--- src/rtl/iomem_initiator_if.sv ---
// Bundle of the command, response and iomem bus signals of iomem_initiator.
// master: the initiator side; slave: the environment (command source,
// response sink and iomem responder).
interface iomem_initiator_if;
  logic        cmd_valid;
  logic        cmd_ready;
  logic [31:0] cmd_addr;
  logic [31:0] cmd_wdata;
  logic [3:0]  cmd_wstrb;
  logic        rsp_valid;
  logic        rsp_ready;
  logic [31:0] rsp_rdata;
  logic        rsp_error;
  logic        busy;
  logic        iomem_valid;
  logic        iomem_ready;
  logic [3:0]  iomem_wstrb;
  logic [31:0] iomem_addr;
  logic [31:0] iomem_wdata;
  logic [31:0] iomem_rdata;

  modport master (
    input  cmd_valid, cmd_addr, cmd_wdata, cmd_wstrb, rsp_ready,
           iomem_ready, iomem_rdata,
    output cmd_ready, rsp_valid, rsp_rdata, rsp_error, busy,
           iomem_valid, iomem_wstrb, iomem_addr, iomem_wdata
  );

  modport slave (
    output cmd_valid, cmd_addr, cmd_wdata, cmd_wstrb, rsp_ready,
           iomem_ready, iomem_rdata,
    input  cmd_ready, rsp_valid, rsp_rdata, rsp_error, busy,
           iomem_valid, iomem_wstrb, iomem_addr, iomem_wdata
  );
endinterface

--- src/rtl/iomem_initiator.sv ---
// iomem_initiator: bus-master end of the PicoSoC iomem peripheral interface.
// Commands are queued in a small FIFO and issued one at a time as iomem
// transactions; exactly one response is returned per command, in order.
// Optional feature macro TIMEOUT_EN: abort a transaction whose responder has
// not answered within TIMEOUT_CYCLES cycles and report rsp_error=1.
module iomem_initiator #(
  parameter int CMD_DEPTH      = 4,
  parameter int TIMEOUT_CYCLES = 255
) (
  input  logic              clk,
  input  logic              reset,
  iomem_initiator_if.master bus
);

  localparam int PTR_W = $clog2(CMD_DEPTH);
  localparam int CNT_W = PTR_W + 1;
  localparam int ENT_W = 32 + 32 + 4;

  typedef enum logic [1:0] {IDLE, REQ, RSP} state_t;

  state_t           state;
  logic [ENT_W-1:0] fifo_mem [CMD_DEPTH];
  logic [PTR_W-1:0] wr_ptr;
  logic [PTR_W-1:0] rd_ptr;
  logic [CNT_W-1:0] count;
  logic             push;
  logic             pop;
  logic [ENT_W-1:0] head;

  // A full FIFO refuses commands even if the FSM pops in the same cycle.
  assign bus.cmd_ready = (count != CNT_W'(CMD_DEPTH));
  assign push          = bus.cmd_valid && bus.cmd_ready;
  assign pop           = (state == IDLE) && (count != '0);
  assign head          = fifo_mem[rd_ptr];
  assign bus.busy      = (count != '0) || (state != IDLE);

`ifdef TIMEOUT_EN
  logic [15:0] tmo_cnt;
  logic        rsp_error_q;
  assign bus.rsp_error = rsp_error_q;
`else
  assign bus.rsp_error = 1'b0;
`endif

  // Command storage; contents need no reset, occupancy is tracked by count.
  always_ff @(posedge clk) begin
    if (push) begin
      fifo_mem[wr_ptr] <= {bus.cmd_addr, bus.cmd_wdata, bus.cmd_wstrb};
    end
  end

  // FIFO pointers and occupancy; pointers wrap naturally (power-of-two depth).
  always_ff @(posedge clk or posedge reset) begin
    if (reset) begin
      wr_ptr <= '0;
      rd_ptr <= '0;
      count  <= '0;
    end else begin
      if (push) wr_ptr <= wr_ptr + PTR_W'(1);
      if (pop)  rd_ptr <= rd_ptr + PTR_W'(1);
      case ({push, pop})
        2'b10:   count <= count + CNT_W'(1);
        2'b01:   count <= count - CNT_W'(1);
        default: count <= count;
      endcase
    end
  end

  // Transaction FSM: issue one command, wait for the responder, hold the response.
  always_ff @(posedge clk or posedge reset) begin
    if (reset) begin
      state           <= IDLE;
      bus.iomem_valid <= 1'b0;
      bus.iomem_addr  <= '0;
      bus.iomem_wdata <= '0;
      bus.iomem_wstrb <= '0;
      bus.rsp_valid   <= 1'b0;
      bus.rsp_rdata   <= '0;
`ifdef TIMEOUT_EN
      tmo_cnt         <= '0;
      rsp_error_q     <= 1'b0;
`endif
    end else begin
      case (state)
        IDLE: begin
          if (pop) begin
            {bus.iomem_addr, bus.iomem_wdata, bus.iomem_wstrb} <= head;
            bus.iomem_valid <= 1'b1;
            state           <= REQ;
`ifdef TIMEOUT_EN
            tmo_cnt         <= '0;
`endif
          end
        end
        REQ: begin
          // Dropping valid on the ready edge makes a one-cycle pulse complete
          // exactly one transaction; ready also wins over a same-cycle timeout.
          if (bus.iomem_ready) begin
            bus.iomem_valid <= 1'b0;
            bus.rsp_rdata   <= (bus.iomem_wstrb == 4'b0000) ? bus.iomem_rdata : '0;
            bus.rsp_valid   <= 1'b1;
            state           <= RSP;
`ifdef TIMEOUT_EN
            rsp_error_q     <= 1'b0;
          end else if (tmo_cnt == 16'(TIMEOUT_CYCLES - 1)) begin
            bus.iomem_valid <= 1'b0;
            bus.rsp_rdata   <= '0;
            bus.rsp_valid   <= 1'b1;
            rsp_error_q     <= 1'b1;
            state           <= RSP;
          end else begin
            tmo_cnt         <= tmo_cnt + 16'd1;
`endif
          end
        end
        RSP: begin
          if (bus.rsp_ready) begin
            bus.rsp_valid <= 1'b0;
            state         <= IDLE;
          end
        end
        default: state <= IDLE;
      endcase
    end
  end

endmodule

--- src/flat_wrapper.sv ---
// flat-port wrapper written by rule: the top's interface ports become plain ports
module iomem_initiator_flat 
#(
  parameter int CMD_DEPTH      = 4,
  parameter int TIMEOUT_CYCLES = 255
)
  (clk, reset, bus_cmd_valid, bus_cmd_addr, bus_cmd_wdata, bus_cmd_wstrb, bus_rsp_ready, bus_iomem_ready, bus_iomem_rdata, bus_cmd_ready, bus_rsp_valid, bus_rsp_rdata, bus_rsp_error, bus_busy, bus_iomem_valid, bus_iomem_wstrb, bus_iomem_addr, bus_iomem_wdata);
  iomem_initiator_if bus_i ();
  input  logic clk;
  input  logic reset;
  input wire logic [$bits(bus_i.cmd_valid)-1:0] bus_cmd_valid;
  input wire logic [$bits(bus_i.cmd_addr)-1:0] bus_cmd_addr;
  input wire logic [$bits(bus_i.cmd_wdata)-1:0] bus_cmd_wdata;
  input wire logic [$bits(bus_i.cmd_wstrb)-1:0] bus_cmd_wstrb;
  input wire logic [$bits(bus_i.rsp_ready)-1:0] bus_rsp_ready;
  input wire logic [$bits(bus_i.iomem_ready)-1:0] bus_iomem_ready;
  input wire logic [$bits(bus_i.iomem_rdata)-1:0] bus_iomem_rdata;
  output wire logic [$bits(bus_i.cmd_ready)-1:0] bus_cmd_ready;
  output wire logic [$bits(bus_i.rsp_valid)-1:0] bus_rsp_valid;
  output wire logic [$bits(bus_i.rsp_rdata)-1:0] bus_rsp_rdata;
  output wire logic [$bits(bus_i.rsp_error)-1:0] bus_rsp_error;
  output wire logic [$bits(bus_i.busy)-1:0] bus_busy;
  output wire logic [$bits(bus_i.iomem_valid)-1:0] bus_iomem_valid;
  output wire logic [$bits(bus_i.iomem_wstrb)-1:0] bus_iomem_wstrb;
  output wire logic [$bits(bus_i.iomem_addr)-1:0] bus_iomem_addr;
  output wire logic [$bits(bus_i.iomem_wdata)-1:0] bus_iomem_wdata;
  assign bus_i.cmd_valid = bus_cmd_valid;
  assign bus_i.cmd_addr = bus_cmd_addr;
  assign bus_i.cmd_wdata = bus_cmd_wdata;
  assign bus_i.cmd_wstrb = bus_cmd_wstrb;
  assign bus_i.rsp_ready = bus_rsp_ready;
  assign bus_i.iomem_ready = bus_iomem_ready;
  assign bus_i.iomem_rdata = bus_iomem_rdata;
  assign bus_cmd_ready = bus_i.cmd_ready;
  assign bus_rsp_valid = bus_i.rsp_valid;
  assign bus_rsp_rdata = bus_i.rsp_rdata;
  assign bus_rsp_error = bus_i.rsp_error;
  assign bus_busy = bus_i.busy;
  assign bus_iomem_valid = bus_i.iomem_valid;
  assign bus_iomem_wstrb = bus_i.iomem_wstrb;
  assign bus_iomem_addr = bus_i.iomem_addr;
  assign bus_iomem_wdata = bus_i.iomem_wdata;
  iomem_initiator #(.CMD_DEPTH(CMD_DEPTH), .TIMEOUT_CYCLES(TIMEOUT_CYCLES)) u_core (.clk(clk), .reset(reset), .bus(bus_i));
endmodule
--- config.mk ---
export PLATFORM = sky130hd
export DESIGN_NAME = iomem_initiator_flat
export DESIGN_NICKNAME = d
export VERILOG_FILES = /design/src/rtl/iomem_initiator_if.sv /design/src/rtl/iomem_initiator.sv /design/src/flat_wrapper.sv
export SDC_FILE = /design/constraint.sdc
export NUM_CORES = 1
export LEC_CHECK = 0
export BUFFER_PORTS_ARGS = -buffer_cell sky130_fd_sc_hd__buf_2
export CORE_ASPECT_RATIO = 2
export CORE_MARGIN = 4
export CORE_UTILIZATION = 50
export DETAILED_ROUTE_END_ITERATION = 12
export HOLD_SLACK_MARGIN = 0.05
export PLACE_DENSITY = 0.77
export RECOVER_POWER = 50
export REMOVE_ABC_BUFFERS = 1
export SYNTH_ARGS = -nofsm -noshare
export SYNTH_HDL_FRONTEND = slang
export SYNTH_SLANG_ARGS = --single-unit
--- constraint.sdc ---
create_clock -name clk -period 6.26 [get_ports clk]
set_input_delay 1.252 -clock clk [delete_from_list [all_inputs] [get_ports clk]]
set_output_delay 1.252 -clock clk [all_outputs]
set_load 0.05 [all_outputs]
Yosys cells after proc, flatten, opt, wreduce, memory -nomap -nowiden
Memories as Yosys holds them, arrays and structs flattened. A register that Yosys moved wholly into a read port is not among the register bits. Cells that the tools add are included. W data, S select, Z words.

Flip-flop bits (word level): 43. Memory bits (writable): 272. Output and inout bits: 105. Memories kept: 1.

Add/sub/neg operators: 4. Eq/ne operators: 8. Multiplexer cells: 14. Reductions and logical operators: 15.

Memory list: u_core.fifo_mem (words 4, width 68, rd ports 1, clocked after memory_dff 1, wr ports 1, RTL line iomem_initiator.sv:22) `logic [ENT_W-1:0] fifo_mem [CMD_DEPTH];`.

Operator list (count): $mux W32 (1); $reduce_and A3 Y1 (3); $reduce_bool A2 Y1 (4); $mux W1 (6); $mux W2 (3); $pmux W2 S3 (1); $pmux W3 S2 (1); $add A2 B1 Y2 const B (2); $eq A2 B1 Y1 const B (2); $eq A2 B2 Y1 const B (2); $logic_not A4 Y1 (1); $ne A2 B2 Y1 const B (2); $pmux W1 S2 (2); $reduce_and A2 Y1 (2); $add A3 B1 Y3 const B (1); $ne A3 B3 Y1 const B (1); $reduce_bool A3 Y1 (1); $sub A3 B1 Y3 const B (1); $logic_and A1 B1 Y1 (2); $logic_not A2 Y1 (1); $ne A2 B1 Y1 const B (1); $logic_or A1 B1 Y1 (1).

Depth between registers and ports, before layout
Gate-level depths: netlist (run 1).

Depth in word-level cells: 4. Depth in mapped cells: 10. Mapped depth without buffers: 9.

Least setup slack after synthesis (run 1)
OpenSTA, ideal clock, no wires.

Kind: input-to-reg. From: input bus_cmd_valid. To: memory u_core.fifo_mem[0][0] (netlist name) (enable). Setup time: 0.434 ns. Arrival time: 2.886 ns. Required time: 5.826 ns. Setup slack: 2.940 ns. Stages: 1. Buffers on the path: 0. Path through: and3_1.

Longest elaborated chain between the ends: 3.

Ends and longest elaborated chain: start, declared (RTL line flat_wrapper.sv:11) `input wire logic [$bits(bus_i.cmd_valid)-1:0] bus_cmd_valid;`; $logic_and A1 B1 Y1 (RTL line iomem_initiator.sv:32) `assign push = bus.cmd_valid && bus.cmd_ready;`; $mux W1 (RTL line iomem_initiator.sv:47) `if (push) begin`; $mux W1 (not written as such) (RTL line iomem_initiator.sv:48) `fifo_mem[wr_ptr] <= {bus.cmd_addr, bus.cmd_wdata, bus.cmd_wstrb};`; end, declared (RTL line iomem_initiator.sv:22).

No other way between the ends.

Worst setup path in the final report (run 1)
From: input bus_cmd_valid. To: memory u_core.fifo_mem[3][51] (netlist name) (enable).

The elaborated chain is that of the path after synthesis.

==> results of run 1 <==
-- sequential cells by signal, summed over array words and instances, names as in the netlist --
register                cells
u_core.rd_ptr               2
u_core.fifo_mem           272
u_core.bus.iomem_valid      1
u_core.wr_ptr               2
u_core.state                2
u_core.count                3
u_core.bus.iomem_wdata     32
u_core.bus.iomem_addr      32
u_core.bus.rsp_rdata       32
u_core.bus.iomem_wstrb      4
u_core.bus.rsp_valid        1
-- area by class of cell --
| cell class | instances | area [um^2] | area share (%) |
|---|---|---|---|
| diodes | 2 | 5.00 | 0.0306 |
| clock buffers | 41 | 863 | 5.27 |
| clock inverters | 15 | 216 | 1.32 |
| inverters | 9 | 35.0 | 0.214 |
| multi-input cells | 207 | 2890 | 17.6 |
| flip-flops and latches | 383 | 10900 | 66.9 |
| well taps | 352 | 440 | 2.69 |
| repair buffers | 211 | 972 | 5.94 |
-- metal layers --
layer,vias to the layer above,global-route usage [%]
met3,26,3.65
met4,0,4.55
met1,3394,20.7
met2,207,30.8
li1,2951,-
met5,-,0
-- power groups by stage --
stage / sequential, mW / clock [mW] / combinational (mW)
after global routing: 4.00 / 2.19 / 3.33
final: 3.91 / 2.04 / 3.13
after CTS: 3.92 / 2.08 / 3.20
after detailed placement: 3.97 / 0 / 3.19
after floorplan: 4.88 / 0 / 1.45
after global placement: 3.93 / 0 / 3.13
-- cells by family after synthesis --
family                     share of synthesized area, %
DFF                                                77.6
and+or+nand+nor                                   0.904
xor gates and xnor gates                          0.372
AOI/OAI and AO/OA                                  2.15
muxes                                              16.4
other                                            0.0266
buffers and inverters                              1.99
adders and majority gates                         0.585
-- layout by cell type (no fill, tap or decap), drive strengths merged, types with 3 or more instances in the layout --
| cell type | count |
|---|---|
| bufinv | 5 |
| and3 | 4 |
| clkinv | 7 |
| nand2 | 5 |
| a22o | 32 |
| dfrtp | 111 |
| nor2 | 4 |
| xnor2 | 4 |
| ha | 5 |
| mux2 | 69 |
| edfxtp | 272 |
| buf | 140 |
| inv | 9 |
| clkinvlp | 3 |
| clkbuf | 112 |
| mux4 | 68 |
-- metrics by stage --
step | power, mW | hold WS, ns
after floorplan | 6.33 | 0.446
after global placement | 7.06 | 0.475
after detailed placement | 7.15 | 0.468
after CTS | 9.20 | 0.484
after global routing | 9.52 | 0.508
final | 9.08 | 0.476
-- worst max path at each step --
stage,startpoint,end,slack (ns)
after floorplan,reset,u_core.bus.iomem_addr[0]$_DFFE_PP0P_,2.08
after global placement,reset,u_core.rd_ptr[0]$_DFFE_PP0P_,3.43
after detailed placement,reset,u_core.rd_ptr[0]$_DFFE_PP0P_,3.36
after CTS,u_core.count[0]$_DFFE_PP0P_,bus_busy,3.19
after global routing,bus_cmd_valid,u_core.fifo_mem[2][43]$_DFFE_PP_,2.00
final,bus_cmd_valid,u_core.fifo_mem[3][51]$_DFFE_PP_,2.28
==> flow_summary_export.csv, run 1 <==
group,metric,value,unit
worst_hold_path,min_to,"u_core.bus.iomem_valid$_DFFE_PP0P_",
grt,overflow,0,
pwr,pwr-share-clk,22.4,%
finish,layout.cells.non_filler,1220,
route,antenna_left,0,
route,first_iter_violations,337,
timing,worst_pin_slew,3.55,ns
grt,track_usage,17.0,%
pwr,sw_frac_of_total,35.6,%
timing,fin_ws,2.28,ns
route,vias,6578,
clock_network,path_clk_slew,0.07,ns
synth,synth_area_leaders,"edfxtp_1, dfrtp_1, mux4_2",
floorplanning,coreArea,0.0277,mm^2
finish,drive_above_1_share,38.6,%
timing,slew_headroom,-137,%
synth,synth_top_area_share,57.9,%
synth,synthCells,629,
critical_path,end_kind,"register",
worst_hold_path,hold_path_depth,2,
place,port_buffers,208,
synth,synth_top_flop_cell,"edfxtp_1",
worst_hold_path,hold_start,"u_core.bus.iomem_valid$_DFFE_PP0P_",
pwr,power_density,555,mW/mm^2
finish,final_area,0.0164,mm^2
timing,period_needed,3.98,ns
clock_network,cts-buffers-inserted,30,
synth,yosysMostFrequentCell,"edfxtp_1",
synth,syn_avg_cell_area,22.4,um^2
synth,synth_top_cell_by_area,"edfxtp_1",
synth,synth_commonest_cells,"edfxtp_1, dfrtp_1, mux2_2",
critical_path,cpMaxStageDelayCell,"and3_1",
route,wl_met3,1780,um
worst_hold_path,holdCritPathClass,"register to register",
route,wl_per_cell,21.5,um
place,dp_cells,1162,
finish,fillers,2006,
clock_network,cts_sinks,383,
synth,netlist_area,0.0141,mm^2
grt,grt_pass1_wl,40800,um
place,hpwl,16000,um
critical_path,cp.required,6.34,ns
route,routed_via_density,5.39,
clock_network,postCtsHoldBufs,0,
route,met1_length,9470,um
clock_network,root_buffer,"clkbuf_16",
critical_path,r2r_setup_slack,2.46,ns
critical_path,worst_ep_arrival_time,4.06,ns
grt,antenna_found_initial,2,
finish,utilization,59.2,%
timing,fin_crit_sh,63.6,%
synth,synth_edf_count,272,
critical_path,rr_worst_depth,2,
critical_path,startpoint_type,"input pin",
grt,grt_pass1_vias,7138,
clock_network,cts_tree,"done",
timing,skew,0.00852,ns
pwr,power.net_switching,3.23,mW
route,first_pass_iters,4,
floorplanning,rows,86,
critical_path,crit_cells,2,
synth,yosysSeqAreaShare,77.6,%
grt,grt_max_degree,73,
critical_path,path_cells,"clkbuf_1 -> and3_1",
timing,setup-tns-final,0,ns
finish,nets,953,
timing,hold_violations,0,
pwr,p_int,5.85,mW
floorplanning,die_y,246,um
route,wl_met2,14500,um
route,drt-total-wl,26300,um
synth,synth_warnings,0,
synth,ys_ff_latch,383,
clock_network,clockBufferDepth,3,
pwr,ir_drop,281,uV
critical_path,critPathBufInv,1,
finish,syn_to_final_growth,16.0,%
clock_network,cts_resized,0,
floorplanning,io_pins,210,
floorplanning,die_w,127,um
pwr,pwr-share-seq,43.1,%
place,place_congestion,0.729,
critical_path,max_stage_delay,2.60,ns
timing,rsz0062_at_grt,"false",
synth,async_flop_share,29.0,%
route,drc,0,
critical_path,crit_type,"input pin to register",
pwr,p_leak,6.06,nW
timing,setup_violations,0,
route,dr.max_layer_used,"met4",
floorplanning,die_area,0.0311,mm^2
floorplanning,start_util,51.0,%
timing,slew_viol_final,267,
critical_path,crit_path_max_fanout,68,
critical_path,worst_r2r_endpoint,"u_core.fifo_mem[3][51]$_DFFE_PP_",
status,violations,"max-capacitance violations, max-slew violations",
timing,max_freq,0.251,GHz
pwr,p_comb_share,34.5,%
clock_network,htree_levels,1,
clock_network,clk_latency,0.55,ns
place,dpl_cell_area,0.0154,mm^2
status,status,"complete, but fails checks",
clock_network,post-cts-setup-buffer-count,0,
place,detailedPlace.worstSlack,3.36,ns
flow_run,maxCapViolCount,5,
critical_path,reg2reg_from,"u_core.count[2]$_DFFE_PP0P_",
critical_path,cpLargestDelayFamily,"simple AND/OR/NAND/NOR gates",
synth,synthDistinctLibCells,31,
Power figures use the tool's default switching activity.
==> inputs of run 2 (changes only) <==
==> constraint.sdc (replaced) <==
create_clock -name clk -period 4 [get_ports clk]
set_input_delay 0.8 -clock clk [delete_from_list [all_inputs] [get_ports clk]]
set_output_delay 0.8 -clock clk [all_outputs]
set_load 0.05 [all_outputs]
==> run 2 against run 1 <==
  * The run now ends clean
  * Clock-buffer cell count increased by 2
  * Cell area increased by 0.16%
  * Die area unchanged
  * Sequential power increased by 56%
  * Highest routed layer unchanged
  * Total power increased by 56%
  * Combinational power increased by 56%
  * Cell count increased by 0.25%
==> flow_summary_export.csv, run 2 (synthesized netlist as in run 1, its figures left out) <==
group,metric,value,unit
status,status,"completed",
grt,grt_max_degree,70,
grt,track_usage,16.8,%
clock_network,clockBufferDepth,3,
critical_path,cp.required,4.43,ns
route,vias,6551,
finish,nets,957,
floorplanning,die_w,127,um
place,place_congestion,0.733,
timing,fin_crit_sh,65.8,%
route,routed_via_density,5.36,
finish,layout.cells.non_filler,1223,
finish,final_area,0.0164,mm^2
route,drc,0,
finish,largest_register_ffs,272,
critical_path,worst_ep_arrival_time,3.07,ns
timing,hold_violations,0,
grt,antenna_found_initial,0,
finish,mostFrequentLayoutCells,"edfxtp_1, buf_2, dfrtp_1",
floorplanning,rows,86,
timing,rsz0062_at_grt,"false",
grt,grt_pass1_vias,7145,
route,first_iter_violations,274,
clock_network,path_clk_slew,0.07,ns
timing,slew_headroom,1.58,%
finish,regMostFlops,"u_core.fifo_mem",
worst_hold_path,holdCritPathClass,"input pin to async pin",
place,dp_cells,1165,
route,drt-total-wl,26000,um
clock_network,htree_levels,1,
critical_path,crit_path_max_fanout,35,
finish,final_common_cell,"edfxtp_1",
timing,max_freq,0.380,GHz
critical_path,crit_type,"register to register",
timing,holdWs,0.405,ns
clock_network,clk_latency,0.56,ns
place,hpwl,15800,um
timing,skew,0.0190,ns
place,dpl_cell_area,0.0154,mm^2
flow_run,maxCapViolCount,0,
critical_path,end_kind,"register",
clock_network,cts_sinks,383,
floorplanning,die_y,246,um
floorplanning,coreArea,0.0277,mm^2
timing,setup-tns-final,0,ns
pwr,p_leak,6.04,nW
floorplanning,start_util,51.0,%
timing,slew_viol_final,0,
floorplanning,die_area,0.0311,mm^2
finish,antennaDiodeCount,0,
timing,setup_violations,0,
clock_network,cts_tree,"done",
critical_path,startpoint_type,"register",
clock_network,post-cts-setup-buffer-count,0,
clock_network,postCtsHoldBufs,0,
route,antenna_left,0,
place,port_buffers,208,
finish,utilization,59.3,%
clock_network,cts_resized,0,
clock_network,cts-buffers-inserted,31,
critical_path,reg2reg_from,"u_core.state[0]$_DFFE_PP0P_",
finish,syn_to_final_growth,16.2,%
grt,overflow,0,
pwr,power_density,864,mW/mm^2
grt,grt_pass1_wl,40400,um
timing,worst_pin_slew,1.48,ns
floorplanning,io_pins,210,
route,wl_per_cell,21.2,um
clock_network,root_buffer,"clkbuf_16",
timing,period_needed,2.63,ns
finish,drive_above_1_share,37.7,%
pwr,ir_drop,546,uV
route,first_pass_iters,4,
critical_path,crit_start,"u_core.state[0]$_DFFE_PP0P_",
finish,fillers,2001,
[run 2: cell count changes in the layout (fill, tap and decap cells not counted), moves of 2 or more]
cell,change
buf_2,-12
buf_4,+2
clkbuf_1,+13
and3_1,-2
and3_4,+2
clkinv_1,+2
diode_2,-2
[run 2: path summary, 6_finish.rpt]
kind / end / slack [ns] / cells past startpoint
worst max-delay path: u_core.bus.rsp_rdata[14]$_DFFE_PP0P_ / 1.37 / 4
worst min-delay path: u_core.bus.iomem_addr[2]$_DFFE_PP0P_ / 0.41 / 2
worst max register to register: u_core.bus.rsp_rdata[14]$_DFFE_PP0P_ / 1.37 / 4
worst min register to register: u_core.bus.iomem_wdata[18]$_DFFE_PP0P_ / 0.50 / 1
max in group asynchronous: u_core.bus.iomem_wdata[12]$_DFFE_PP0P_ / 1.77 / 3
min in group clk: u_core.state[1]$_DFFE_PP0P_ / 0.44 / 2
[run 2: power breakdown]
group	internal [mW]	switching, mW
clock	1.86	1.32
sequential	5.42	0.691
combinational	1.86	3.02
[run 2: through the flow]
| stage | power [mW] | setup slack [ns] |
|---|---|---|
| 4_1_cts | 14.4 | 1.36 |
| 5_1_grt | 14.9 | 0.983 |
| 6_report | 14.2 | 1.37 |
| 2_1_floorplan | 9.90 | 0.222 |
| 3_3_place_gp | 11.1 | 1.60 |
| 3_5_place_dp | 11.2 | 1.54 |
[run 2: area by class of cell]
class | count | area [um^2] | share of cell area [%]
Sequential cell | 383 | 11000 | 66.8
Inverter | 9 | 36.3 | 0.221
Clock buffer | 43 | 881 | 5.37
Multi-Input combinational cell | 207 | 2900 | 17.7
Timing Repair Buffer | 214 | 977 | 5.96
Tap cell | 352 | 440 | 2.69
Clock inverter | 15 | 208 | 1.27
[run 2: metal layers]
| layer | part of all wire [%] | vias up | routed length [um] | track usage, % |
|---|---|---|---|---|
| met5 | 0 | - | 0 | 0 |
| met4 | 2.0 | 0 | 530 | 4.55 |
| met3 | 6.0 | 27 | 1560 | 2.98 |
| met2 | 56 | 197 | 14600 | 31.2 |
| met1 | 36 | 3374 | 9260 | 19.9 |
| li1 | - | 2953 | - | - |
[run 2: critical path: stages, from the launching register on]
cell      delay [ns]
dfrtp_1         0.42
nand3b_1        0.09
clkbuf_1        1.07
nor2_2          0.56
a22o_1          0.34
==> inputs of run 3 (changes only) <==
==> constraint.sdc (replaced) <==
create_clock -name clk -period 2.75 [get_ports clk]
set_input_delay 0.55 -clock clk [delete_from_list [all_inputs] [get_ports clk]]
set_output_delay 0.55 -clock clk [all_outputs]
set_load 0.05 [all_outputs]
==> run 3 against run 2 <==
  * Clock skew down 0.0089 ns
  * Setup slack lost 1.0 ns
  * Cell area is 0.37% higher
  * Total power is 44% higher
  * Combinational power increased by 56%
  * Core utilization is 0.22 points higher
  * Maximum frequency increased by 8.5%
  * Global-route usage is 0.91 points higher
  * Largest power group unchanged
  * Highest routed layer unchanged
==> flow_summary_export.csv, run 3 (synthesized netlist as in run 1, its figures left out) <==
group,metric,value,unit
floorplanning,die_y,246,um
finish,nets,969,
critical_path,crit_type,"register to register",
finish,antennaDiodeCount,0,
finish,fillers,2001,
place,dp_cells,1176,
grt,busiest_layer,"met2",
place,port_buffers,208,
timing,fin_crit_sh,88.3,%
grt,track_usage,17.7,%
timing,worst_pin_slew,1.46,ns
clock_network,clk_latency,0.55,ns
floorplanning,io_pins,210,
grt,use_met3,2.98,%
timing,slew_viol_final,0,
clock_network,clockBufferDepth,3,
place,detailedPlace.worstSlack,0.488,ns
floorplanning,rows,86,
finish,drive_above_1_share,38.5,%
worst_hold_path,hold_path_depth,2,
route,drc,0,
finish,largest_register_ffs,272,
clock_network,cts-buffers-inserted,31,
grt,overflow,0,
grt,use_met1,20.6,%
finish,syn_to_final_growth,16.6,%
timing,slew_headroom,2.56,%
timing,setup-tns-final,0,ns
floorplanning,die_area,0.0311,mm^2
critical_path,startpoint_type,"register",
critical_path,worst_ep_arrival_time,2.66,ns
route,routed_via_density,5.48,
status,status,"completed",
clock_network,htree_levels,1,
floorplanning,die_w,127,um
clock_network,path_clk_slew,0.07,ns
timing,skew,0.0101,ns
flow_run,maxCapViolCount,0,
timing,max_freq,0.412,GHz
floorplanning,coreArea,0.0277,mm^2
grt,grt_pass1_vias,7351,
clock_network,cts_tree,"done",
route,vias,6765,
route,first_pass_iters,4,
timing,setup_violations,0,
finish,final_common_cell,"edfxtp_1",
route,drt-total-wl,26900,um
finish,regMostFlops,"u_core.fifo_mem",
timing,fin_ws,0.322,ns
timing,period_needed,2.43,ns
place,place_congestion,0.713,
critical_path,rr_worst_depth,3,
route,wl_per_cell,21.8,um
clock_network,cts_sinks,383,
worst_hold_path,holdCritPathClass,"input pin to register",
clock_network,root_buffer,"clkbuf_16",
finish,mostFrequentLayoutCells,"edfxtp_1, buf_2, dfrtp_1",
pwr,p_leak,6.11,nW
grt,grt_max_degree,72,
place,hpwl,16800,um
floorplanning,start_util,51.0,%
critical_path,cp.required,2.98,ns
critical_path,crit_path_max_fanout,20,
pwr,ir_drop,821,uV
grt,use_met2,33.7,%
clock_network,post-cts-setup-buffer-count,0,
grt,antenna_found_initial,0,
critical_path,end_kind,"register",
grt,grt_pass1_wl,42300,um
timing,rsz0062_at_grt,"false",
pwr,power_density,1240,mW/mm^2
timing,hold_violations,0,
pwr,finalPower,20.4,mW
finish,layout.cells.non_filler,1234,
route,antenna_left,0,
route,first_iter_violations,284,
run 3: changes by cell type in the layout (fill, tap and decap cells not counted), sizes merged:
cell         before  now
dlygate4sd3       0    1
clkinv            8    7
buf             130  155
clkinvlp          1    0
bufinv            5    1
clkbuf          127  118
run 3: layout make-up:
cell class	instances	area, um^2	share of cell area (%)
inverter	9	33.8	0.205
sequential	383	11000	66.6
clock inverter	9	75.1	0.456
clock buffer	48	870	5.28
timing repair buffer	226	1190	7.23
tap	352	440	2.68
multi-input combinational	207	2900	17.6
run 3: where the power goes:
part / internal (mW) / switching (mW) / leakage [nW]
clock network: 2.27 / 1.86 / 0.462
registers: 7.87 / 0.774 / 3.86
logic: 2.88 / 4.72 / 1.79
total: 13.0 / 7.35 / 6.11
run 3: metrics by stage:
stage / util, % / hold WS [ns] / area, um^2
after floorplan: - / 0.446 / 13900
after global placement: 56.5 / 0.462 / 15600
after detailed placement: 56.5 / 0.474 / 15600
after CTS: 59.9 / 0.164 / 16600
after global routing: 59.5 / 0.168 / 16500
final: 59.5 / 0.195 / 16500
run 3: per-layer routing:
metal  wire length (um)  vias up  share of wire (%)
li1                   -     2977                  -
met1               9710     3559                 36
met2              15300      199                 57
met3               1400       30                5.2
met4                463        0                1.7
met5                  0        -                  0
run 3: worst paths after layout:
| check | startpoint | to | slack [ns] |
|---|---|---|---|
| setup / recovery | u_core.count[2]$_DFFE_PP0P_ | u_core.fifo_mem[1][57]$_DFFE_PP_ | 0.32 |
| hold / removal | bus_rsp_ready | u_core.state[1]$_DFFE_PP0P_ | 0.20 |
| setup reg to reg | u_core.count[2]$_DFFE_PP0P_ | u_core.fifo_mem[1][57]$_DFFE_PP_ | 0.32 |
| hold reg to reg | u_core.count[2]$_DFFE_PP0P_ | u_core.count[2]$_DFFE_PP0P_ | 0.48 |
| max in group asynchronous | reset | u_core.bus.iomem_addr[29]$_DFFE_PP0P_ | 0.50 |
| min in group asynchronous | reset | u_core.bus.iomem_wdata[27]$_DFFE_PP0P_ | 0.98 |
run 3: worst max-delay path, stage by stage (launching register included):
cell and delay (ns):
dfrtp_1 0.39, or3b_1 0.27, and3_1 1.01, buf_4 0.41
run 3: what timing repair did:
item	CTS	global route
gates resized for setup	0	0
endpoints found under the setup margin	0	0
endpoints found under the hold margin	24	0
hold buffers	1	0
